--- src/rtl/max_reload_ctrl_pkg.sv ---
// Shared types and defaults for the max reload controller.
// Holds the value width, the max_t type and the reset max.
package max_reload_ctrl_pkg;

  localparam int MRC_WIDTH = 8;
  localparam int MRC_DEPTH = 2;

  typedef logic [MRC_WIDTH-1:0] max_t;

  localparam max_t MRC_RESET_MAX = '0;

  // Pointer width that stays legal for a 1-entry queue.
  function automatic int ptr_w(input int depth);
    return (depth > 1) ? $clog2(depth) : 1;
  endfunction

endpackage

--- src/rtl/reload_fifo.sv ---
// Small synchronous FIFO holding queued max values.
// Ports: push/pop/flush/din in; head/count/full out.
module reload_fifo
  import max_reload_ctrl_pkg::*;
#(
  parameter int WIDTH = MRC_WIDTH,
  parameter int DEPTH = MRC_DEPTH
) (
  input  logic                       clk,
  input  logic                       rst,
  input  logic                       push,
  input  logic                       pop,
  input  logic                       flush,
  input  logic [WIDTH-1:0]           din,
  output logic [WIDTH-1:0]           head,
  output logic [$clog2(DEPTH+1)-1:0] count,
  output logic                       full
);

  localparam int PW = ptr_w(DEPTH);
  localparam int CW = $clog2(DEPTH+1);

  logic [WIDTH-1:0] mem [DEPTH];
  logic [PW-1:0]    rd_q;
  logic [PW-1:0]    wr_q;
  logic [CW-1:0]    cnt_q;
  logic             do_push;
  logic             do_pop;

  function automatic logic [PW-1:0] nxt(
    input logic [PW-1:0] p
  );
    return (p == PW'(DEPTH-1)) ? '0 : p + PW'(1);
  endfunction

  assign full    = (cnt_q == CW'(DEPTH));
  assign do_push = push && !full && !flush;
  assign do_pop  = pop && (cnt_q != '0) && !flush;
  assign head    = mem[rd_q];
  assign count   = cnt_q;

  always_ff @(posedge clk or posedge rst) begin
    if (rst) begin
      rd_q  <= '0;
      wr_q  <= '0;
      cnt_q <= '0;
    end else if (flush) begin
      rd_q  <= '0;
      wr_q  <= '0;
      cnt_q <= '0;
    end else begin
      if (do_push) wr_q <= nxt(wr_q);
      if (do_pop)  rd_q <= nxt(rd_q);
      unique case ({do_push, do_pop})
        2'b10:   cnt_q <= cnt_q + CW'(1);
        2'b01:   cnt_q <= cnt_q - CW'(1);
        default: cnt_q <= cnt_q;
      endcase
    end
  end

  // Storage needs no reset; count gates every read.
  always_ff @(posedge clk) begin
    if (do_push) mem[wr_q] <= din;
  end

endmodule

--- src/rtl/max_reload_ctrl.sv ---
// Queues new counter max values, applying each at a wrap.
// Ports: clk/rst, count in, req handshake, flush, max/applied/pending.
module max_reload_ctrl
  import max_reload_ctrl_pkg::*;
#(
  parameter int               WIDTH     = MRC_WIDTH,
  parameter int               DEPTH     = MRC_DEPTH,
  parameter logic [WIDTH-1:0] RESET_MAX = WIDTH'(MRC_RESET_MAX)
) (
  input  logic                       _i_clk,
  input  logic                       _i_rst,
  input  logic [WIDTH-1:0]           _i_count,
  input  logic                       _i_req_valid,
  input  logic [WIDTH-1:0]           _i_req_max,
  output logic                       _o_req_ready,
  input  logic                       _i_flush,
  output logic [WIDTH-1:0]           _o_max,
  output logic                       _o_applied,
  output logic [$clog2(DEPTH+1)-1:0] _o_pending
);

  logic [WIDTH-1:0]           max_q;
  logic                       app_q;
  logic [WIDTH-1:0]           head;
  logic [$clog2(DEPTH+1)-1:0] cnt;
  logic                       full;
  logic                       accept;
  logic                       boundary;
  logic                       pop;

  // Ready looks only at the registered fill level,
  // never at a same-cycle pop.
  assign _o_req_ready = !_i_rst && !full;
  assign accept       = _i_req_valid && _o_req_ready;

  // Count above max is not a wrap: counter is off-track.
  assign boundary = (_i_count == max_q);

  // Pop uses the pre-edge level, so a push into an
  // empty queue waits for the next wrap.
  assign pop = boundary && (cnt != '0) && !_i_flush;

  reload_fifo #(
    .WIDTH (WIDTH),
    .DEPTH (DEPTH)
  ) u_fifo (
    .clk   (_i_clk),
    .rst   (_i_rst),
    .push  (accept),
    .pop   (pop),
    .flush (_i_flush),
    .din   (_i_req_max),
    .head  (head),
    .count (cnt),
    .full  (full)
  );

  always_ff @(posedge _i_clk or posedge _i_rst) begin
    if (_i_rst) begin
      max_q <= RESET_MAX;
      app_q <= 1'b0;
    end else begin
      app_q <= pop;
      if (pop) max_q <= head;
    end
  end

  assign _o_max     = max_q;
  assign _o_applied = app_q;
  assign _o_pending = cnt;

endmodule

--- config.mk ---
export PLATFORM = sky130hd
export DESIGN_NAME = max_reload_ctrl
export DESIGN_NICKNAME = d
export VERILOG_FILES = /design/src/rtl/max_reload_ctrl_pkg.sv /design/src/rtl/reload_fifo.sv /design/src/rtl/max_reload_ctrl.sv
export SDC_FILE = /design/constraint.sdc
export NUM_CORES = 1
export LEC_CHECK = 0
export CAP_MARGIN = 20
export CORE_UTILIZATION = 47
export CTS_CLUSTER_DIAMETER = 80
export DETAILED_ROUTE_END_ITERATION = 6
export PLACE_DENSITY_LB_ADDON = 0.3
export SYNTH_ARGS = -nofsm -noshare
export SYNTH_HDL_FRONTEND = slang
export SYNTH_SLANG_ARGS = --single-unit
--- constraint.sdc ---
create_clock -name _i_clk -period 2.1 [get_ports _i_clk]
set_input_delay 0.42 -clock _i_clk [delete_from_list [all_inputs] [get_ports _i_clk]]
set_output_delay 0.42 -clock _i_clk [all_outputs]
set_load 0.02 [all_outputs]
# Yosys cells after proc, flatten, opt, wreduce, memory -nomap -nowiden
# Memory sizes are Yosys's and may differ from the RTL's. A register that Yosys moved wholly into a read port is not among the register bits.
# Index checks and enable logic that the tools add are counted.
# W data, S select, Z words.
[word_totals]
wordCells = 38
output_inout_bits = 12
mem_count = 1
regBits = 5
inputBits = 20
ramBits = 16
latchBits = 0
romBits = 0
[mem_list]
columns = ["memory", "depth", "word_bits", "read_ports", "rd_ports_with_merged_regs", "wr", "line", "source"]
rows = [
  ["u_fifo.mem", 2, 8, 1, 1, 1, "reload_fifo.sv:23", "logic [WIDTH-1:0] mem [DEPTH];"],
]
[classes]
eq_ne = 4
reduce_logical = 15
magnitude_cmp = 0
muxes = 10
bitwise_logic = 0
n_div = 0
n_mul = 0
add_sub_neg = 4
shift = 0
[ops]
columns = ["op", "count"]
rows = [
  ["$eq A8 B8 Y1", 1],
  ["$logic_and A1 B1 Y1", 8],
  ["$mux W1", 8],
  ["$reduce_bool A2 Y1", 3],
  ["$eq A2 B2 Y1 const B", 2],
  ["$pmux W2 S2", 1],
  ["$logic_not A1 Y1", 3],
  ["$reduce_bool A3 Y1", 1],
  ["$add A1 B1 Y1 const B", 2],
  ["$add A2 B1 Y2 const B", 1],
  ["$eq A2 B1 Y1 const B", 1],
  ["$mux W2", 1],
  ["$sub A2 B1 Y2 const B", 1],
]

# Depth between registers and ports, before layout
[logic_depth]
ltp_word = 9
depth_mapped = 6

# Modules after synthesis
# From an unflattened synthesis, not the netlist that was laid out.
[unflattened]
cells_unflattened = 91
area_unflattened_um2 = 1336.3
[by_module_without_submodules]
columns = ["mod", "area_per_inst_um2", "cells_per_inst", "instances"]
rows = [
  ["reload_fifo", 807.0, 51, 1],
  ["max_reload_ctrl", 529.3, 40, 1],
]

# Worst setup path after synthesis
# Ideal clock, no wire load.
[synth_timing]
path_type = "input to register"
start = "input _i_rst"
end = "memory u_fifo.mem[1][0] (netlist name) (enable)"
arrival_ns = 1.752
stages = 3
setup_ns = 0.385
path_slack_ns = -0.037
path_cell_list = "inv_1 > o211ai_1 > nor3b_1"
[synth_via]
elab_chain_len = 7
[synth_rtl]
columns = ["element", "line", "source"]
rows = [
  ["start, declared", "max_reload_ctrl.sv:11", "input logic _i_rst,"],
  ["$logic_not A1 Y1 (no source line)", "--", ""],
  ["$logic_and A1 B1 Y1", "max_reload_ctrl.sv:33", "assign _o_req_ready = !_i_rst && !full;"],
  ["$logic_and A1 B1 Y1", "max_reload_ctrl.sv:34", "assign accept = _i_req_valid && _o_req_ready;"],
  ["$logic_and A1 B1 Y1 (2 in series)", "reload_fifo.sv:37", "assign do_push = push && !full && !flush;"],
  ["$mux W1", "reload_fifo.sv:64", "if (do_push) mem[wr_q] <= din;"],
  ["$mux W1 (implied by the code)", "reload_fifo.sv:64", ""],
  ["end, declared", "reload_fifo.sv:23", ""],
]
# Every way passes these cells.

# Worst setup path after layout
[layout_timing]
start = "register u_fifo.cnt_q[0] (netlist: u_fifo.count[0])"
end = "output _o_req_ready"
[layout_via]
elab_chain_len = 3
[layout_rtl]
columns = ["element", "line", "source"]
rows = [
  ["start, declared", "reload_fifo.sv:26", "logic [CW-1:0] cnt_q;"],
  ["start signal, assigned", "reload_fifo.sv:55", "2'b10: cnt_q <= cnt_q + CW'(1);"],
  ["start signal, assigned", "reload_fifo.sv:56", "2'b01: cnt_q <= cnt_q - CW'(1);"],
  ["start signal, assigned", "reload_fifo.sv:57", "default: cnt_q <= cnt_q;"],
  ["$eq A2 B2 Y1", "reload_fifo.sv:36", "assign full = (cnt_q == CW'(DEPTH));"],
  ["$logic_not A1 Y1", "max_reload_ctrl.sv:33", ""],
  ["$logic_and A1 B1 Y1", "max_reload_ctrl.sv:33", ""],
  ["end, declared", "max_reload_ctrl.sv:15", "output logic _o_req_ready,"],
]
# Every way passes these cells.

==> results.yml <==
route:
  drtIter0Drc: 9
  drtAntennaViolNets: 0
  drc_errors: 0
  drt_wl_total_um: 1990
  wl_per_cell_um: 12.4
  post_drt_via_cell_ratio: 5.07
  vias: 816
  dr.pass1.iters: 2
worst_setup_path:
  worst_setup_path_start_kind: "flip-flop"
  critical_path.max_fanout: 5
  setup.worst_path.end_class: "output pin"
  worstSetupPathType: "reg2out"
  crit_arrival_ps: 1580
  critPathLaunch: "u_fifo.count[0]$_DFFE_PP0P_"
  r2r-start: "_o_max[0]$_DFFE_PP0N_"
  critPathRequiredTime_ps: 1680
clocking:
  hold_buffers: 0
  htree_levels: 2
  clk_pin_slew_ps: 90
  cts_tree: "built"
  clock_latency_ps: 320
  clkSinkCount: 29
  cts_made_buffers: 5
  post_cts_resized: 0
  clock_path_buffers: 2
  cts-root-buf: "clkbuf_4"
  postCtsSetupBuffers: 0
yosys:
  synth_top_cell_by_area: "edfxtp_1"
  synth_area_um2: 1210
  synth_cells: 89
  synthTopCellsByArea: "edfxtp_1, dfrtp_1, mux2i_1"
  postSynth.asyncResetShare_pct: 44.8
  synth.yosys.seq_area_share_pct: 66.5
  postSynthAreaPerCell_um2: 13.6
  synth_seq_cells: 29
  ys.flop_type: "edfxtp_1"
  synth_edf_count: 16
  synth_nets: 109
  synth_top_cell_area_share_pct: 39.7
  ys_types: 25
  yosysWarnings: 0
job:
  cap_violations: 0
sta:
  setup_violations: 0
  post-route-min-period_ps: 2000
  relSlewSlack_pct: 67.8
  worst_pin_slew_ps: 484
  finalSetupTns_ps: 0
  fin_worst_skew_ps: 6.27
  final_max_slew_viol_count: 0
  hold_viol: 0
  post-route-period-util_pct: 95.4
  rsz0062_at_grt: "no"
  max_freq_mhz: 499
pwr:
  powerDensity_nw_per_um2: 634
  ir_drop_mv: 0.585
  internal_power_mw: 0.804
  combPwrFrac_pct: 11.3
  p_seq_share_pct: 60.1
  swShare_pct: 22.6
  p_switching_mw: 0.234
  power.leakage_nw: 0.605
  clock_power_share_pct: 28.6
grt:
  grt_pass1_vias: 840
  gr-total-overflow: 0
  grt_pass1_wl_um: 3380
  antenna_found_initial: 0
  grtUsageTotal_pct: 18.5
  grt_max_degree: 22
layout:
  drive_gt1_share_pct: 13.0
  final_nets: 150
  stdcell_count: 161
  seq_area_um2: 806
  final_util_pct: 66.8
  antenna_cells: 0
  final.fill_count: 189
  multi_input_area_um2: 372
  area_growth_pct: 35.3
floorplanning:
  initial_core_util_pct: 49.3
  io_pins: 32
  die_w_um: 52.8
  rows: 18
  die_area_um2: 2780
  die_h_um: 52.8
  core_area_um2: 2450
place:
  place_congestion: 0.775
  dpl.cell_count: 153
  portBuffers: 31
hold_path:
  hold_class: "in2async"
run_status:
  status: "complete, no violations"
[kinds of logic after synthesis]
logic type	share of synthesized area [%]
compound gates	7.96
xor+xnor	7.96
buf+inv	3.20
flops	66.5
mux	6.61
simple gates	7.75
[Yosys cell counts, types with 2 or more instances]
| cell type | number |
|---|---|
| xor2_1 | 2 |
| o21ai_0 | 10 |
| edfxtp_1 | 16 |
| inv_1 | 2 |
| nand2_1 | 10 |
| nor4_1 | 2 |
| mux2i_1 | 8 |
| dfrtp_1 | 13 |
| nor2_1 | 2 |
| xnor2_1 | 9 |
[routing by layer]
| layer | vias to the layer above | GRT usage (%) | part of all wire (%) | wire (µm) |
|---|---|---|---|---|
| li1 | 403 | - | - | - |
| met1 | 389 | 19.2 | 39 | 770 |
| met3 | 5 | 7.83 | 4.8 | 95 |
| met4 | 0 | 9.21 | 2.6 | 51 |
| met2 | 19 | 31.4 | 54 | 1080 |
| met5 | - | 0 | 0 | 0 |
[sequential cells by signal, indices dropped and copies added (netlist names)]
register      flops
u_fifo.count      2
u_fifo.mem       16
u_fifo.wr_q       1
u_fifo.rd_q       1
_o_max            8
_o_applied        1
[cell type report]
class	count	share of cell area, %
Sequential cell	29	49.2
Multi-Input combinational cell	53	22.7
Tap cell	30	2.29
Clock inverter	3	0.763
Inverter	3	0.687
Timing Repair Buffer	38	22.1
Clock buffer	5	2.29
[cells in the final DEF (no fill, tap or decap), types with 5 or more instances in the layout]
| cell type | count |
|---|---|
| clkdlybuf4s50_1 | 31 |
| edfxtp_1 | 16 |
| dfrtp_1 | 13 |
| nand2_1 | 10 |
| o21ai_0 | 10 |
| xnor2_1 | 9 |
| mux2i_1 | 8 |
| buf_4 | 7 |
| clkbuf_4 | 5 |
[critical path: stages (launching register included)]
cell and delay (ps):
dfrtp_1 410, inv_2 80, a21oi_1 150, clkdlybuf4s50_1 620
[path summary, 6_finish.rpt]
check,end,slack [ps],cells after the start
worst min-delay path,u_fifo.count[1]$_DFFE_PP0P_,430,3
worst min register to register,_o_max[5]$_DFFE_PP0N_,540,2
worst max-delay path,_o_req_ready,100,3
max in group asynchronous,_o_max[4]$_DFFE_PP0N_,1500,3
min in group _i_clk,_o_max[5]$_DFFE_PP0N_,540,2
worst max register to register,u_fifo.count[1]$_DFFE_PP0P_,280,5
[per-stage QoR]
stage / hold WS (ps) / power (mW) / cell area (µm²) / setup slack (ps)
floorplan: 313 / 0.686 / 1220 / 23.0
global placement: 513 / 0.752 / 1590 / -114
detailed placement: 525 / 0.755 / 1590 / -139
CTS: 423 / 1.06 / 1640 / 67.8
global route: 459 / 1.09 / 1640 / 17.1
finish: 432 / 1.04 / 1640 / 96.3
[power groups by stage]
stage	combinational (mW)	clock, mW	sequential [mW]
after CTS	0.118	0.313	0.625
after floorplan	0.0439	0	0.642
after global routing	0.127	0.333	0.627
after detailed placement	0.118	0	0.637
after global placement	0.115	0	0.637
final	0.117	0.297	0.625
Power figures use the tool's default switching activity.
